--- src/rtl/alarm_clock_core.sv ---
// rtl/alarm_clock_core.sv - BCD time-of-day clock with alarm FSM and seven-segment outputs
module alarm_clock_core #(
    parameter int CLK_HZ      = 50_000_000,
    parameter int TICK_HZ     = 100,
    parameter int ALARM_LEN_S = 30
) (
    input  logic       CLOCK_50,
    input  logic       reset,
    input  logic [7:0] time_in,
    input  logic [1:0] sel,
    input  logic       load_time,
    input  logic       load_alarm,
    input  logic       alarm_en,
    input  logic       alarm_ack,
    input  logic       show_alarm,
    output logic [6:0] hex7,
    output logic [6:0] hex6,
    output logic [6:0] hex5,
    output logic [6:0] hex4,
    output logic [6:0] hex3,
    output logic [6:0] hex2,
    output logic [6:0] hex1,
    output logic [6:0] hex0,
    output logic       alarm_sound,
    output logic       load_err
);

    localparam int DIV = CLK_HZ / TICK_HZ;
    localparam int PW  = (DIV > 1) ? $clog2(DIV) : 1;
    localparam logic [PW-1:0] PRESC_LAST = PW'(DIV - 1);
    localparam logic [7:0]    RING_LAST  = 8'(ALARM_LEN_S - 1);

    typedef enum logic {
        S_IDLE    = 1'b0,
        S_RINGING = 1'b1
    } state_t;

    // Time and alarm are packed BCD {hh, mm, ss, cc}
    logic [PW-1:0] r_presc;
    logic [31:0]   r_time;
    logic [31:0]   r_alarm;
    state_t        r_state;
    logic [7:0]    r_sec;
    logic          r_sound;
    logic          r_load_err;

    logic          w_tick;
    logic          w_valid;
    logic          w_lt_ok;
    logic          w_la_ok;
    logic          w_reject;
    logic          w_advance;
    logic          w_cc_wrap;
    logic          w_ss_wrap;
    logic          w_mm_wrap;
    logic          w_cc_roll;
    logic          w_match;
    logic [4:0]    w_base;
    logic [31:0]   w_time_inc;
    logic [31:0]   w_disp;

    // Operand must be two decimal digits and fit the range of the target field
    function automatic logic field_ok(input logic [7:0] v, input logic [1:0] f);
        logic digits_ok;
        digits_ok = (v[7:4] <= 4'd9) && (v[3:0] <= 4'd9);
        case (f)
            2'd0:       field_ok = digits_ok;
            2'd1, 2'd2: field_ok = digits_ok && (v[7:4] <= 4'd5);
            default:    field_ok = digits_ok && (v <= 8'h23);
        endcase
    endfunction

    // Increment one BCD field, wrapping to 00 after its last legal value
    function automatic logic [7:0] bcd_inc(input logic [7:0] v, input logic [7:0] last);
        if (v == last) begin
            bcd_inc = 8'h00;
        end else if (v[3:0] == 4'd9) begin
            bcd_inc = {v[7:4] + 4'd1, 4'd0};
        end else begin
            bcd_inc = {v[7:4], v[3:0] + 4'd1};
        end
    endfunction

    // Active-low segment pattern for one digit; non-decimal nibbles blank
    function automatic logic [6:0] seg7(input logic [3:0] d);
        case (d)
            4'd0:    seg7 = 7'b1000000;
            4'd1:    seg7 = 7'b1111001;
            4'd2:    seg7 = 7'b0100100;
            4'd3:    seg7 = 7'b0110000;
            4'd4:    seg7 = 7'b0011001;
            4'd5:    seg7 = 7'b0010010;
            4'd6:    seg7 = 7'b0000010;
            4'd7:    seg7 = 7'b1111000;
            4'd8:    seg7 = 7'b0000000;
            4'd9:    seg7 = 7'b0011000;
            default: seg7 = 7'b1111111;
        endcase
    endfunction

    // Decode strobes, validate the operand and form the next time value with carries
    always_comb begin
        w_tick    = (r_presc == PRESC_LAST);
        w_valid   = field_ok(time_in, sel);
        w_lt_ok   = load_time & w_valid;
        // load_time has priority, so a simultaneous load_alarm is dropped silently
        w_la_ok   = ~load_time & load_alarm & w_valid;
        w_reject  = (load_time | load_alarm) & ~w_valid;
        // An accepted time load owns the cycle and suppresses the tick
        w_advance = w_tick & ~w_lt_ok;
        w_base    = {sel, 3'b000};

        w_cc_wrap = (r_time[7:0]   == 8'h99);
        w_ss_wrap = (r_time[15:8]  == 8'h59);
        w_mm_wrap = (r_time[23:16] == 8'h59);

        w_time_inc[7:0]   = bcd_inc(r_time[7:0], 8'h99);
        w_time_inc[15:8]  = w_cc_wrap ? bcd_inc(r_time[15:8], 8'h59) : r_time[15:8];
        w_time_inc[23:16] = (w_cc_wrap && w_ss_wrap) ?
                            bcd_inc(r_time[23:16], 8'h59) : r_time[23:16];
        w_time_inc[31:24] = (w_cc_wrap && w_ss_wrap && w_mm_wrap) ?
                            bcd_inc(r_time[31:24], 8'h23) : r_time[31:24];

        w_cc_roll = w_advance & w_cc_wrap;
        // Only a tick can create a match; the alarm cc field is ignored
        w_match   = alarm_en & w_advance & (w_time_inc[7:0] == 8'h00) &
                    (w_time_inc[31:8] == r_alarm[31:8]);
    end

    // Centisecond prescaler, restarted by an accepted time load
    always_ff @(posedge CLOCK_50 or posedge reset) begin
        if (reset) begin
            r_presc <= '0;
        end else if (w_lt_ok || w_tick) begin
            r_presc <= '0;
        end else begin
            r_presc <= r_presc + 1'b1;
        end
    end

    // Time register: field load wins over the tick advance
    always_ff @(posedge CLOCK_50 or posedge reset) begin
        if (reset) begin
            r_time <= '0;
        end else if (w_lt_ok) begin
            r_time[w_base +: 8] <= time_in;
        end else if (w_advance) begin
            r_time <= w_time_inc;
        end
    end

    // Alarm register, written one field at a time
    always_ff @(posedge CLOCK_50 or posedge reset) begin
        if (reset) begin
            r_alarm <= '0;
        end else if (w_la_ok) begin
            r_alarm[w_base +: 8] <= time_in;
        end
    end

    // One-cycle error pulse for a rejected load
    always_ff @(posedge CLOCK_50 or posedge reset) begin
        if (reset) begin
            r_load_err <= 1'b0;
        end else begin
            r_load_err <= w_reject;
        end
    end

    // Alarm FSM with ring-length seconds counter and registered sound output
    always_ff @(posedge CLOCK_50 or posedge reset) begin
        if (reset) begin
            r_state <= S_IDLE;
            r_sec   <= 8'd0;
            r_sound <= 1'b0;
        end else begin
            case (r_state)
                S_IDLE: begin
                    if (w_match) begin
                        r_state <= S_RINGING;
                        r_sec   <= 8'd0;
                        r_sound <= 1'b1;
                    end
                end
                S_RINGING: begin
                    // Further matches while ringing are ignored so the count runs on
                    if (!alarm_en || alarm_ack) begin
                        r_state <= S_IDLE;
                        r_sound <= 1'b0;
                    end else if (w_cc_roll) begin
                        r_sec <= r_sec + 8'd1;
                        if (r_sec == RING_LAST) begin
                            r_state <= S_IDLE;
                            r_sound <= 1'b0;
                        end
                    end
                end
                default: begin
                    r_state <= S_IDLE;
                    r_sound <= 1'b0;
                end
            endcase
        end
    end

    // Seven-segment decode of whichever register is on display
    always_comb begin
        w_disp = show_alarm ? r_alarm : r_time;
        hex0   = seg7(w_disp[3:0]);
        hex1   = seg7(w_disp[7:4]);
        hex2   = seg7(w_disp[11:8]);
        hex3   = seg7(w_disp[15:12]);
        hex4   = seg7(w_disp[19:16]);
        hex5   = seg7(w_disp[23:20]);
        hex6   = seg7(w_disp[27:24]);
        hex7   = seg7(w_disp[31:28]);
    end

    assign alarm_sound = r_sound;
    assign load_err    = r_load_err;

endmodule

--- config.mk ---
export PLATFORM = sky130hd
export DESIGN_NAME = alarm_clock_core
export DESIGN_NICKNAME = d
export VERILOG_FILES = /design/src/rtl/alarm_clock_core.sv
export SDC_FILE = /design/constraint.sdc
export NUM_CORES = 1
export LEC_CHECK = 0
export CELL_PAD_IN_SITES_DETAIL_PLACEMENT = 1
export CELL_PAD_IN_SITES_GLOBAL_PLACEMENT = 2
export CORE_MARGIN = 5
export CORE_UTILIZATION = 35
export DETAILED_ROUTE_END_ITERATION = 10
export PLACE_DENSITY = 0.92
export SLEW_MARGIN = 25
export SYNTH_ARGS = -nofsm -noshare
export SYNTH_HDL_FRONTEND = slang
export SYNTH_SLANG_ARGS = --single-unit
--- constraint.sdc ---
create_clock -name CLOCK_50 -period 4.9 [get_ports CLOCK_50]
set_clock_uncertainty 0.05 [all_clocks]
set_input_delay 0.735 -clock CLOCK_50 [delete_from_list [all_inputs] [get_ports CLOCK_50]]
set_output_delay 0.735 -clock CLOCK_50 [all_outputs]
set_load 0.02 [all_outputs]
Word level (Yosys, flattened, before mapping)
Memories as Yosys holds them, arrays and structs flattened. Cells that the tools add are included.

Add/subtract/negate cells: 11. Order comparisons: 4. Eq/ne operators: 18. Shift-type cells: 2. Muxes and demuxes: 32. Bitwise logic cells: 14. Reduce and logical (&&, ||, !) cells: 14.

Operator list (number): $mux 8 (14); $mux 32 (3); $bwmux 32 (2); $add 4x1->4 const B (8); $shift 8x7->32 const A (1); $shiftx 8x7->32 (1); $eq 24x24->1 (1); $add 19x1->19 const B (1); $eq 19x19->1 const B (1); $mux 19 (1); $eq 4x4->1 const B (4); $eq 8x7->1 const B (2); $pmux 8 s2 (1); $and 1x1->1 (9); $add 8x1->8 const B (1); $eq 8x5->1 const B (1); $eq 8x6->1 const B (1); $eq 8x8->1 const B (1); $le 4x4->1 const B (2); $le 8x6->1 const B (1); $logic_not 8->1 (1); $mux 1 (8); $neg 5->7 (1); $ne 3x1->1 const B (2); other kinds (15) (27).

Register bits after elaboration: 94. ROM bits: 896. Input bits: 17. Memories: 8.

Memory list: (name not given) (depth 16, bits a word 7, read ports 1, clocked after Yosys merged registers in 0, write ports 0, RTL line 86) `case (d)`; (name not given) (depth 16, bits a word 7, read ports 1, clocked after Yosys merged registers in 0, write ports 0, RTL line 86); (name not given) (depth 16, bits a word 7, read ports 1, clocked after Yosys merged registers in 0, write ports 0, RTL line 86); (name not given) (depth 16, bits a word 7, read ports 1, clocked after Yosys merged registers in 0, write ports 0, RTL line 86); (name not given) (depth 16, bits a word 7, read ports 1, clocked after Yosys merged registers in 0, write ports 0, RTL line 86); (name not given) (depth 16, bits a word 7, read ports 1, clocked after Yosys merged registers in 0, write ports 0, RTL line 86); 2 more memories.

Longest topological paths before layout
Depth after elaboration: 12. Mapped depth: 12. Gate-level depth less buffers: 10.

Least setup slack after synthesis
No wires, ideal clock.

Kind: input port to output port. From: input port show_alarm. To: output port hex2[1]. Arrival: 2.907 ns. Data required time: 4.115 ns. Slack: 1.208 ns. Stages: 6. Path buffers: 3. Cells stage by stage: clkbuf_1 buf_1 clkbuf_1 mux2i_1 ha_1 a21boi_0.

Cells in the longest elaborated chain, start to end: 2.

Ends and longest elaborated chain: start: declaration (RTL line 15) `input logic show_alarm,`; $mux 32 (RTL line 208) `w_disp = show_alarm ? r_alarm : r_time;`; $mem_v2 16x7; end: declaration (RTL line 21) `output logic [6:0] hex2,`.

Every way passes these cells.

Worst setup path in the final report
From: register r_time[0]. To: register r_sec[6].

Cells in the longest elaborated chain, start to end: 8.

Ends and longest elaborated chain: start: declaration (RTL line 40) `logic [31:0] r_time;`; start signal: indexed assignment (RTL line 146) `r_time[w_base +: 8] <= time_in;`; start signal: assignment (RTL line 148) `r_time <= w_time_inc;`; $add 4x1->4 (tied with other cells) (RTL line 80) `bcd_inc = {v[7:4], v[3:0] + 4'd1};`; $mux 8 or $logic_and 1x1->1 (tied branches) (RTL line 77, 119, 121); $mux 8 or $logic_and 1x1->1 (tied branches) (RTL line 75, 121); $logic_not 8->1 or $mux 8 (tied branches) (RTL line 126, 121); $and 1x1->1 or $eq 24x24->1 (tied branches) (RTL line 126, 127); $and 1x1->1 (RTL line 126) `w_match = alarm_en & w_advance & (w_time_inc[7:0] == 8'h00) &`; $ne 2x2->1 (no source line); $reduce_and 3->1 (no source line) *; end signal: assignment (RTL line 191) `r_sec <= r_sec + 8'd1;`; end: declaration (RTL line 43) `logic [7:0] r_sec;`.

Every way passes the cells marked *; elsewhere a longest branch is shown, timed or not. A chain may end at the register's enable or synchronous reset.

==> results.cfg <==
[critical_path]
cp-start-kind = flop
endpoint_kind = flop
cp.arrival_ns = 4.35
cpMaxStageDelayCell = nor4_4
critical_path.cell_chain = ha_1 -> nand3b_4 -> nor4_4 -> nor2_1 -> or4_1 -> or4_1 -> or4_4 -> or4_1 -> a31o_1
cp.required_ns = 5.09
cp_max_fo = 17
criticalPathCategory = flop to flop
critical_path.most_common_cell = or4_1
cpPeakStageDelay_ns = 0.69
worst-r2r-setup-slack_ns = 0.74

[logic_synthesis]
ys_ff_latch = 94
async_reset_ff_share_pct = 100
synth_cells = 1013
synth_warnings = 0
syn_area_sq_mm = 0.00799
yosys.area.top_type = dfrtp_1
avgSynthCellArea_sq_um = 7.89
syn-num-nets = 1093
yosys.area.top_type_share_pct = 29.4
ys_types = 65
ys.flop_type = dfrtp_1
synth_seq_area_share_pct = 29.4
synth_edf_count = 0
synth_area_leaders = dfrtp_1 29%, ha_1 9.9%, o21ai_0 6.7%

[floorplan]
core-area_sq_mm = 0.0226
initial_core_util_pct = 35.4
die_area_sq_mm = 0.0259
fp-row-count = 55
die_width_microns = 161
die_y_microns = 161
ios = 75

[placed_design]
io_buffers = 74
hpwl_microns = 19100
gp_congestion = 0.871
place_ws_ns = 0.747
postPlaceCellArea_sq_mm = 0.00906

[power]
internal_power_w = 0.00202
switching_share_pct = 41.6
p_clk_share_pct = 22.9
power.share.sequential_pct = 30.4
powerDensity_mw_per_mm2 = 369
p_sw_w = 0.00144
vdd_drop_max_uv = 194
power_frac_comb_pct = 46.7
leakage_nw = 4.06

[layout]
nNetsFinal = 1152
final_cell_mix = 142 x nand2_1, 107 x o21ai_0, 100 x nor2_1
layout_commonest_cell = nand2_1
diodes = 0
drive_gt1_share_pct = 5.86
areaGrowthSynthToFinish_pct = 17.5
finish.instance_area_sq_mm = 0.00939

[routing]
drt_iter0_markers = 586
wl_per_cell_microns = 18.9
first_pass_iters = 5
vias = 7786
postRouteAntennaNets = 0
drcViolationCount = 0
via_per_inst = 5.72
wl_microns = 25700

[global_routing]
grt_max_degree = 78
grt_antenna_before_repair = 0
grt_use_total_pct = 19.6
grt-ovfl-total = 0
grt_pass1_vias = 8025
grt_pass1_wl_microns = 42100

[sta]
grt_setup_unrepaired = no
worst_pin_slew_ns = 0.828
fin_tns_setup_ns = 0
maxSlewViolCount = 0
final.setup.worst_slack_ns = 0.743
final-hold-violation-count = 0
setup_violations = 0
worst_hold_slack_ns = 0.443
fmax_mhz = 241
max-slew-margin-rel_pct = 43.2
min_period_ns = 4.16
post-route-period-util_pct = 84.8

[clock_tree]
cts_resized = 0
cts_buffers = 9
clock_latency_ns = 0.36
hold_buffers = 0
cts.clk_slew.worst_paths_ns = 0.07
htree_levels = 3
cts.sinks = 94
tritoncts = done
cts_root_buf = clkbuf_16
post_cts_buffers = 0
cts_buffer_depth = 2

[job]
maxCapViolCount = 0

[hold_path]
holdCritPathClass = flop to flop

[outcome]
status = completed
[logic make-up after synthesis]
| family | share of synthesized area (%) |
|---|---|
| buffers and inverters | 4.48 |
| AOI/OAI and AO/OA | 22.5 |
| DFF | 29.4 |
| muxes | 5.15 |
| adders and majority gates | 9.87 |
| xor gates and xnor gates | 5.26 |
| and+or+nand+nor | 23.3 |
[sequential cells by signal, summed over array words and instances (netlist names)]
signal / cells
load_err: 1
r_presc: 19
r_state: 1
alarm_sound: 1
r_time: 32
r_alarm: 32
r_sec: 8
[synthesized netlist by cell type (all sizes together), types with 4 or more instances]
cell / n
a211oi: 4
a21boi: 7
a21o: 11
a21oi: 69
a221oi: 6
a22o: 6
a22oi: 13
a2bb2oi: 4
a31oi: 6
and2: 5
and3: 10
and3b: 7
buf: 15
clkbuf: 34
dfrtp: 94
ha: 63
inv: 44
mux2: 9
mux2i: 31
nand2: 142
nand2b: 11
nand3: 22
nand3b: 10
nand4: 10
nor2: 101
nor2b: 5
nor3: 26
nor3b: 4
nor4: 8
o2111ai: 4
o21a: 13
o21ai: 108
o22ai: 10
o31ai: 5
o41ai: 4
or2: 4
or3: 6
or4: 6
xnor2: 26
xor2: 22
[critical path: cells and delay by family, from the launching register on]
family                   cells  cell delay, ns
AND/OR/NAND/NOR              7            2.98
flip-flops                   1            0.48
adder cells (fa/ha/maj)      1            0.28
AO/OA/AOI/OAI                1            0.25
[final timing paths]
path                                   startpoint  cells past startpoint                       to
max in group asynchronous                   reset                      3  r_alarm[25]$_DFFE_PP0P_
min in group asynchronous                   reset                      2     r_presc[7]$_DFF_PP0_
max                         r_time[0]$_DFFE_PP0P_                      9     r_sec[6]$_DFFE_PP0P_
max reg2reg                 r_time[0]$_DFFE_PP0P_                      9     r_sec[6]$_DFFE_PP0P_
min                        r_alarm[7]$_DFFE_PP0P_                      2   r_alarm[7]$_DFFE_PP0P_
min reg2reg                r_alarm[7]$_DFFE_PP0P_                      2   r_alarm[7]$_DFFE_PP0P_
[area by class of cell]
cell class / instances / area, sq um
flip-flops and latches: 94 / 2350
well taps: 285 / 357
repair buffers: 97 / 908
clock inverters: 6 / 95.1
clock buffers: 9 / 225
inverters: 44 / 170
multi-input cells: 826 / 5280
fillers: 2747 / 13200
[power groups by stage]
stage,combinational [W],clock [W],sequential [W]
floorplan,0.00108,0,0.000982
global placement,0.00159,0,0.00105
detailed placement,0.00161,0,0.00106
CTS,0.00162,0.000808,0.00105
global route,0.00178,0.000835,0.00107
finish,0.00162,0.000791,0.00105
[metrics by stage]
stage | util (%) | total power, W | std cells
2_1_floorplan | - | 0.00206 | 1013
3_3_place_gp | 40.2 | 0.00264 | 1346
3_5_place_dp | 40.2 | 0.00267 | 1346
4_1_cts | 41.6 | 0.00348 | 1361
5_1_grt | 41.6 | 0.00368 | 1361
6_report | 41.6 | 0.00346 | 1361
[layer usage]
metal / track usage, % / up-vias / wire [microns]
met5: 0 / - / 0
met4: 5.27 / 0 / 486
met3: 2.40 / 33 / 1050
met2: 33.3 / 160 / 12400
met1: 26.3 / 3880 / 11700
li1: - / 3713 / -
No activity file was read; power rests on OpenSTA's default activity.
